## src/rtl/key_cond_pkg.sv

```systemverilog
// Shared definitions for the push-button conditioner: per-key FSM state
// encoding and default 50 MHz timing constants.
package key_cond_pkg;

  typedef enum logic [1:0] {
    IDLE         = 2'd0,
    PRESS_WAIT   = 2'd1,
    HELD         = 2'd2,
    RELEASE_WAIT = 2'd3
  } key_state_e;

  localparam int unsigned DEF_DEBOUNCE_CYCLES      = 500000;
  localparam int unsigned DEF_REPEAT_DELAY_CYCLES  = 25000000;
  localparam int unsigned DEF_REPEAT_PERIOD_CYCLES = 5000000;

  function automatic int unsigned max3(input int unsigned a, input int unsigned b,
                                       input int unsigned c);
    int unsigned m;
    m = (a > b) ? a : b;
    return (m > c) ? m : c;
  endfunction

endpackage

```

## src/rtl/key_debounce_fsm.sv

```systemverilog
// One key channel: 2-FF synchroniser, debounce FSM, debounce and repeat
// counters, registered level and pulse outputs.
module key_debounce_fsm
  import key_cond_pkg::*;
#(
  parameter int unsigned DEBOUNCE_CYCLES      = DEF_DEBOUNCE_CYCLES,
  parameter int unsigned REPEAT_EN            = 1,
  parameter int unsigned REPEAT_DELAY_CYCLES  = DEF_REPEAT_DELAY_CYCLES,
  parameter int unsigned REPEAT_PERIOD_CYCLES = DEF_REPEAT_PERIOD_CYCLES
) (
  input  logic clk_i,
  input  logic rst_i,
  input  logic key_i,
  output logic pressed_o,
  output logic press_o,
  output logic release_o
);

  localparam int unsigned CNT_MAX = max3(DEBOUNCE_CYCLES, REPEAT_DELAY_CYCLES,
                                         REPEAT_PERIOD_CYCLES);
  localparam int unsigned CW = (CNT_MAX > 1) ? $clog2(CNT_MAX) : 1;
  localparam logic [CW-1:0] DB_LAST   = CW'(DEBOUNCE_CYCLES - 1);
  localparam logic [CW-1:0] REP_FIRST = CW'(REPEAT_DELAY_CYCLES - 1);
  // After a repeat pulse the counter restarts PERIOD cycles short of the
  // first-repeat threshold, so one comparator serves both intervals
  // (requires PERIOD <= DELAY).
  localparam logic [CW-1:0] REP_RELOAD = CW'((REPEAT_PERIOD_CYCLES > REPEAT_DELAY_CYCLES) ?
                                             0 : REPEAT_DELAY_CYCLES - REPEAT_PERIOD_CYCLES);

  logic [1:0]    sync_q;
  key_state_e    state_q, state_d;
  logic [CW-1:0] db_q, db_d;
  logic [CW-1:0] rep_q, rep_d;
  logic          pressed_q, pressed_d;
  logic          press_q, press_d;
  logic          release_q, release_d;
  logic          key_dn;

  assign key_dn = ~sync_q[1];

  always_ff @(posedge clk_i or posedge rst_i) begin
    if (rst_i) begin
      sync_q    <= '1;
      state_q   <= IDLE;
      db_q      <= '0;
      rep_q     <= '0;
      pressed_q <= 1'b0;
      press_q   <= 1'b0;
      release_q <= 1'b0;
    end else begin
      sync_q    <= {sync_q[0], key_i};
      state_q   <= state_d;
      db_q      <= db_d;
      rep_q     <= rep_d;
      pressed_q <= pressed_d;
      press_q   <= press_d;
      release_q <= release_d;
    end
  end

  always_comb begin
    state_d   = state_q;
    db_d      = db_q;
    rep_d     = rep_q;
    pressed_d = pressed_q;
    press_d   = 1'b0;
    release_d = 1'b0;
    case (state_q)
      IDLE: begin
        if (key_dn) begin
          state_d = PRESS_WAIT;
          db_d    = '0;
        end
      end
      PRESS_WAIT: begin
        if (!key_dn) begin
          state_d = IDLE;
          db_d    = '0;
        end else if (db_q == DB_LAST) begin
          state_d   = HELD;
          db_d      = '0;
          rep_d     = '0;
          pressed_d = 1'b1;
          press_d   = 1'b1;
        end else begin
          db_d = (db_q == '1) ? db_q : db_q + 1'b1;
        end
      end
      HELD: begin
        if (!key_dn) begin
          state_d = RELEASE_WAIT;
          db_d    = '0;
        end else if ((REPEAT_EN != 0) && (rep_q == REP_FIRST)) begin
          press_d = 1'b1;
          rep_d   = REP_RELOAD;
        end else begin
          rep_d = (rep_q == '1) ? rep_q : rep_q + 1'b1;
        end
      end
      RELEASE_WAIT: begin
        if (key_dn) begin
          state_d = HELD;
        end else if (db_q == DB_LAST) begin
          state_d   = IDLE;
          db_d      = '0;
          pressed_d = 1'b0;
          release_d = 1'b1;
        end else begin
          db_d = (db_q == '1) ? db_q : db_q + 1'b1;
        end
      end
      default: state_d = IDLE;
    endcase
  end

  assign pressed_o = pressed_q;
  assign press_o   = press_q;
  assign release_o = release_q;

endmodule

```

## src/rtl/key_conditioner.sv

```systemverilog
// Board push-button conditioner: one independent debounce channel per key,
// producing pressed levels and press/repeat/release pulses.
module key_conditioner
  import key_cond_pkg::*;
#(
  parameter int unsigned NUM_KEYS             = 3,
  parameter int unsigned DEBOUNCE_CYCLES      = DEF_DEBOUNCE_CYCLES,
  parameter int unsigned REPEAT_EN            = 1,
  parameter int unsigned REPEAT_DELAY_CYCLES  = DEF_REPEAT_DELAY_CYCLES,
  parameter int unsigned REPEAT_PERIOD_CYCLES = DEF_REPEAT_PERIOD_CYCLES
) (
  input  logic                clk_i,
  input  logic                rst_i,
  input  logic [NUM_KEYS-1:0] key_i,
  output logic [NUM_KEYS-1:0] pressed_o,
  output logic [NUM_KEYS-1:0] press_o,
  output logic [NUM_KEYS-1:0] release_o
);

  for (genvar g = 0; g < NUM_KEYS; g++) begin : g_key
    key_debounce_fsm #(
      .DEBOUNCE_CYCLES      (DEBOUNCE_CYCLES),
      .REPEAT_EN            (REPEAT_EN),
      .REPEAT_DELAY_CYCLES  (REPEAT_DELAY_CYCLES),
      .REPEAT_PERIOD_CYCLES (REPEAT_PERIOD_CYCLES)
    ) u_chan (
      .clk_i     (clk_i),
      .rst_i     (rst_i),
      .key_i     (key_i[g]),
      .pressed_o (pressed_o[g]),
      .press_o   (press_o[g]),
      .release_o (release_o[g])
    );
  end

endmodule

```

## config.mk

```make
export PLATFORM = sky130hd
export DESIGN_NAME = key_conditioner
export DESIGN_NICKNAME = d
export VERILOG_FILES = /design/src/rtl/key_cond_pkg.sv /design/src/rtl/key_debounce_fsm.sv /design/src/rtl/key_conditioner.sv
export SDC_FILE = /design/constraint.sdc
export NUM_CORES = 1
export LEC_CHECK = 0
export ABC_AREA = 0
export BUFFER_PORTS_ARGS = -buffer_cell sky130_fd_sc_hd__buf_2
export CAP_MARGIN = 10
export CORE_ASPECT_RATIO = 0.6
export CORE_MARGIN = 5
export CORE_UTILIZATION = 55
export CTS_BUF_LIST = sky130_fd_sc_hd__clkbuf_4 sky130_fd_sc_hd__clkbuf_8
export CTS_CLUSTER_DIAMETER = 150
export CTS_CLUSTER_SIZE = 12
export DETAILED_ROUTE_END_ITERATION = 16
export GPL_ROUTABILITY_DRIVEN = 1
export PLACE_DENSITY_LB_ADDON = 0.3
export SYNTH_ARGS = -nofsm -noshare
export SYNTH_HDL_FRONTEND = slang
export SYNTH_SLANG_ARGS = --single-unit
export TNS_END_PERCENT = 10
```

## constraint.sdc

```tcl
create_clock -name clk_i -period 4.9 [get_ports clk_i]
set_clock_uncertainty 0.05 [all_clocks]
set_input_delay 0.245 -clock clk_i [delete_from_list [all_inputs] [get_ports clk_i]]
set_output_delay 0.245 -clock clk_i [all_outputs]
set_load 0.01 [all_outputs]
```

==> results.toml, run 1 <==
[status]
violations = "hold timing"
outcome = "finished, violations left"

[synth]
synth_enable_flop_cells = 0
postSynthAreaPerCell_um2 = 9.041
syn-num-nets = 1117
synth_seq_cells = 171
ys_seq_area_share_pct = 43.34
ys_async_sr_fraction_pct = 100.0
postSynthCellCount = 1094
yosysUniqueCellTypes = 76
ys.flop_type = "dfrtp_1"
synth_area_um2 = 9891
yosysWarnings = 0

[worst_setup_path]
worst-endpoint-arrival_ps = 3450
required_ps = 5240
r2r-start = "g_key[0].u_chan.rep_q[0]"
worst_setup_path_start_kind = "register"
crit_chain = "ha_1, and3_1, nand3_1, or4_4, o221ai_2, o21ai_0, o31ai_2"
path_buf_inv = 0
rr_endpoint = "g_key[0].u_chan.rep_q[4]"
r2r_cells = 7
crit_fanout = 24
critPathSlowestCell = "o221ai_2"
worstSetupEndpointType = "register"
critPathKind = "register to register"
worst_path_largest_cell_delay_ps = 800
ff2ff_setup_slack_ps = 1790
crit_family = "compound AO/OA/AOI/OAI gates"

[clock_tree]
clock_path_buffers = 2
clkLatencyLatePin_ps = 480
cts_made_buffers = 17
cts_tree = "done"
htreeDepth = 4
clkTransAtPathRegs_ps = 100
clock-sinks = 171
cts_root_buffer = "clkbuf_8"
cts.repair.resized = 0

[placed_design]
dpl.cell_count = 1308
place_ws_ps = 1842
post-dp-hpwl_um = 14780
io_buffers = 13
place_congestion = 0.8859

[routing]
firstDrtPassIters = 5
ant_nets = 0
vias_per_cell = 6.208
drt_wl_total_um = 21700
vias = 8344
drc = 0
wl_per_cell_um = 16.15
drt_iter0_drc = 912

[worst_hold_path]
hold_path.class = "primary input to asynchronous set/reset pin"

[sta]
final_hold_viol_count = 51
tns_ps = 0
setup_ws_ps = 1788
min_period_over_period_pct = 63.50
rsz0062_at_grt = "no"
maxSlewViolCount = 0
max_slew_margin_pct = 21.79
fin_crit_ps = 3112
max_clock_freq_ghz = 0.3214
whs_ps = -47.08
setup_viol = 0
worst_slew_pin_slew_ps = 1165

[floorplanning]
ios = 14
core-area_um2 = 17880
die_w_um = 183.1
die_h_um = 113.9
dieArea_um2 = 20850
rows = 38
start_util_pct = 55.33

[layout]
fin_cells = 1344
fin_util_pct = 59.03
syn_to_final_growth_pct = 6.692
seq_area_um2 = 4287
fill_cells = 1545
nNetsFinal = 1114
drive_above_1_share_pct = 9.330
multi_input_area_um2 = 5274
diodes = 0

[grt]
groute.usage.overall_pct = 21.73
grt_max_degree = 172
grt_pass1_wl_um = 37630
grt_antenna_before_repair = 0
grt_pass1_vias = 7388
gr-total-overflow = 0

[job]
drv_cap = 0

[power_and_ir_drop]
power_density_nw_per_um2 = 383.3
p_leak_nw = 4.297
ir_drop_mv = 0.1947
[registers in the layout (all words and copies together) (netlist names), named ones only]
register,cells
g_key.u_chan.press_o,3
g_key.u_chan.sync_q,6
g_key.u_chan.rep_q,75
g_key.u_chan.pressed_o,3
g_key.u_chan.release_o,3
g_key.u_chan.state_q,3
g_key.u_chan.db_q,75
[area by class of cell]
class	instances	area share, %
Multi-Input combinational cell	852	49.98
Sequential cell	171	40.62
Tap cell	240	2.846
Clock buffer	18	2.348
Clock inverter	14	1.731
Timing Repair Buffer	23	1.518
Inverter	26	0.9604
[cell usage in the layout (no fill, tap or decap), types with 11 or more instances in the layout]
| cell type | Yosys | routed |
|---|---|---|
| dfrtp_1 | 165 | 165 |
| nor2_1 | 131 | 131 |
| o21ai_0 | 83 | 83 |
| nand2_1 | 79 | 79 |
| nand3_1 | 58 | 58 |
| a21oi_1 | 56 | 56 |
| nand4_1 | 47 | 47 |
| xnor2_1 | 31 | 31 |
| and3_1 | 30 | 30 |
| o31ai_1 | 30 | 30 |
| inv_1 | 26 | 25 |
| xor2_1 | 25 | 25 |
| and4_1 | 24 | 24 |
| nor3_1 | 23 | 23 |
| a31oi_1 | 20 | 20 |
| nor4_1 | 18 | 18 |
| ha_1 | 18 | 18 |
| clkbuf_8 | 0 | 18 |
| or3_1 | 16 | 16 |
| nand2b_1 | 13 | 13 |
| buf_2 | 12 | 13 |
| and2_1 | 12 | 12 |
| nor4b_1 | 11 | 11 |
[how the worst max path moves through the flow]
stage,end,startpoint,depth (start not counted)
after global routing,g_key[0].u_chan.rep_q[4],g_key[0].u_chan.rep_q[0],7
final,g_key[0].u_chan.rep_q[4],g_key[0].u_chan.rep_q[0],7
after CTS,g_key[0].u_chan.rep_q[4],g_key[0].u_chan.rep_q[0],7
after detailed placement,g_key[2].u_chan.db_q[22],g_key[2].u_chan.db_q[0],7
after global placement,g_key[0].u_chan.rep_q[3],g_key[0].u_chan.rep_q[0],7
after floorplan,asynchronous set/reset pin,rst_i,1
[where the power goes]
part,internal [W],total [W],switching [W]
sequential,0.00149,0.00157,0.0000875
combinational,0.000407,0.00138,0.000971
clock,0.000530,0.00109,0.000564
[cell usage after synthesis, types with 20 or more instances]
library cell | number | area (µm²)
a21oi_1 | 56 | 280.3
a31oi_1 | 20 | 125.1
and3_1 | 30 | 187.7
and4_1 | 24 | 210.2
clkbuf_1 | 21 | 78.83
dfrtp_1 | 165 | 4129
inv_1 | 26 | 97.59
nand2_1 | 79 | 296.5
nand3_1 | 58 | 290.3
nand4_1 | 47 | 294.0
nor2_1 | 131 | 491.7
nor3_1 | 23 | 115.1
o21ai_0 | 83 | 415.4
o31ai_1 | 30 | 225.2
xnor2_1 | 31 | 271.5
xor2_1 | 25 | 219.0
[per-layer routing]
layer  part of all wire, %  vias to the layer above  global-route usage, %
met5                     0                        -                      0
met4                  0.91                        0                  4.762
met3                   6.7                       15                  4.366
met2                    40                      295                  28.25
met1                    53                     3995                  36.42
li1                      -                     4039                      -
[logic make-up after synthesis]
family                     share of synthesized area [%]
and+or+nand+nor                                    28.32
adders and majority gates                          2.277
buffers and inverters                              3.340
muxes                                             0.9361
AOI/OAI and AO/OA                                  16.83
DFF                                                43.34
xor gates and xnor gates                           4.959
[worst min-delay path, cell delays in order]
cell	delay (ps)
buf_2	110
clkinvlp_4	70
buf_12	590
[metrics by stage]
stage,total power [W],hold WS [ps],area [µm²]
2_1_floorplan,0.002649,199.5,9894
3_3_place_gp,0.002922,295.9,10080
3_5_place_dp,0.002952,297.3,10080
4_1_cts,0.004049,17.11,10550
5_1_grt,0.004312,42.79,10550
6_report,0.004045,-47.08,10550
[repair_timing]
item	CTS	global route
setup buffers	0	0
endpoints found under the hold margin	3	0
hold buffers	3	0
Note: power is estimated with default switching activity, not from simulation.
==> inputs of run 2 (changes only) <==
Clock period 4.9 ns to 2.8 ns, I/O delays scaled along.
==> run 2 against run 1 <==
  * The run now ends clean
  * Highest routed layer unchanged
  * Design area increased by 3.0%
  * Sequential power rose by 76%
  * Largest cell class unchanged
  * Power is 78% higher
  * Global-route usage grew 0.23 points
  * Routed wire length grew 3.4%
==> results.toml, run 2 (synthesis gave the netlist of run 1 again) <==
[sta]
max_clock_freq_ghz = 0.3810
setup_viol = 0
min_period_over_period_pct = 93.75
final_hold_viol_count = 0
rsz0062_at_grt = "no"
maxSlewViolCount = 0
fin_crit_ps = 2625
max_slew_margin_pct = 48.50
setup_ws_ps = 175.0
worst_slew_pin_slew_ps = 770.8
tns_ps = 0

[layout]
syn_to_final_growth_pct = 9.930
drive_above_1_share_pct = 12.95
nNetsFinal = 1161
diodes = 0
final_common_cell = "dfrtp_1"
fill_cells = 1521
final_cell_mix = "dfrtp_1 (165), nor2_1 (131), o21ai_0 (83)"
fin_util_pct = 60.82
reg_top3 = "g_key.u_chan.db_q: 75 flops, g_key.u_chan.rep_q: 75 flops, g_key.u_chan.sync_q: 6 flops"
fin_area_um2 = 10870

[grt]
grt_max_degree = 58
grt_pass1_wl_um = 38180
grt_antenna_before_repair = 0
gr-total-overflow = 0
groute.usage.overall_pct = 21.96
grt_pass1_vias = 7631

[worst_setup_path]
ff2ff_setup_slack_ps = 180
worst-endpoint-arrival_ps = 2960
critPathKind = "register to register"
required_ps = 3130
worst_setup_path_start_kind = "register"
worstSetupEndpointType = "register"
r2r-start = "g_key[0].u_chan.db_q[0]"
crit_fanout = 14
r2r_cells = 8
rr_endpoint = "g_key[0].u_chan.rep_q[14]"

[clock_tree]
clkLatencyLatePin_ps = 470
cts.repair.resized = 0
clock_path_buffers = 2
cts_tree = "done"
clock-sinks = 171
cts_made_buffers = 17
cts_root_buffer = "clkbuf_8"
htreeDepth = 4
clkTransAtPathRegs_ps = 100

[routing]
vias_per_cell = 6.132
vias = 8529
drt_wl_total_um = 22430
drt_iter0_drc = 951
drc = 0
wl_per_cell_um = 16.13
ant_nets = 0
firstDrtPassIters = 5

[placed_design]
place_ws_ps = 158.4
placed_cell_area_um2 = 10400
io_buffers = 13
place_congestion = 0.9033
post-dp-hpwl_um = 15770

[floorplanning]
core-area_um2 = 17880
die_w_um = 183.1
rows = 38
dieArea_um2 = 20850
start_util_pct = 55.33
ios = 14
die_h_um = 113.9

[power_and_ir_drop]
power.total_w = 0.007200
power_density_nw_per_um2 = 662.2
p_leak_nw = 4.454
ir_drop_mv = 0.3986

[worst_hold_path]
worstHoldEndpoint = "g_key[1].u_chan.sync_q[0]"
hold_start = "key_i[1]"
whs_path_depth = 2
hold_path.class = "primary input to register"

[job]
drv_cap = 0

[status]
outcome = "finished, final reports clean"
## run 2: through the flow
stage,hold WS [ps],cells
5_1_grt,230.1,1391
2_1_floorplan,94.48,1094
3_3_place_gp,195.4,1348
6_report,253.5,1391
3_5_place_dp,196.7,1348
4_1_cts,221.4,1384
## run 2: worst max path at each step
stage	start	endpoint	depth (start not counted)	slack, ps
final	g_key[0].u_chan.db_q[0]	g_key[0].u_chan.rep_q[14]	8	180
after global routing	g_key[0].u_chan.db_q[20]	g_key[0].u_chan.rep_q[5]	7	5
after CTS	g_key[0].u_chan.db_q[0]	g_key[0].u_chan.rep_q[7]	7	140
after detailed placement	g_key[0].u_chan.db_q[0]	g_key[0].u_chan.rep_q[7]	7	160
after global placement	g_key[0].u_chan.db_q[0]	g_key[0].u_chan.rep_q[7]	7	210
after floorplan	rst_i	asynchronous set/reset pin	1	430
## run 2: timing repair
action                     CTS  global route
setup buffers                0             7
hold endpoints to repair    31             0
hold buffers                 4             0
setup endpoints to repair    0             1
## run 2: final cells by class
class                   instances  area (µm²)  area share, %
clock buffers                  20       269.0          2.474
clock inverters                12       113.9          1.047
inverters                      26       101.3         0.9321
multi-input cells             852        5274          48.50
flip-flops and latches        171        4287          39.42
well taps                     240       300.3          2.762
repair buffers                 70       528.0          4.856
## run 2: routing by layer
layer | part of all wire, % | routed length [µm] | GRT usage [%] | vias up
met2 | 40 | 9036 | 28.60 | 282
met3 | 6.4 | 1426 | 4.589 | 21
met4 | 0.91 | 205 | 5.456 | 0
met5 | 0 | 0 | 0 | -
met1 | 52 | 11770 | 36.42 | 4091
li1 | - | - | - | 4135
## run 2: where the power goes
| group | leakage [nW] | total, W | switching (W) | internal (W) |
|---|---|---|---|---|
| Combinational | 1.93 | 0.00272 | 0.00176 | 0.000959 |
| Sequential | 2.35 | 0.00276 | 0.000156 | 0.00260 |
| Clock | 0.179 | 0.00172 | 0.000956 | 0.000765 |
| Total | 4.45 | 0.00720 | 0.00287 | 0.00432 |
## run 2: critical path, stage by stage, from the launching register on
cell and delay [ps]:
dfrtp_1 400, ha_1 200, inv_1 60, or4b_4 540, or3_4 400, a21oi_4 190, nand4b_4 260, buf_4 230
o31ai_1 210
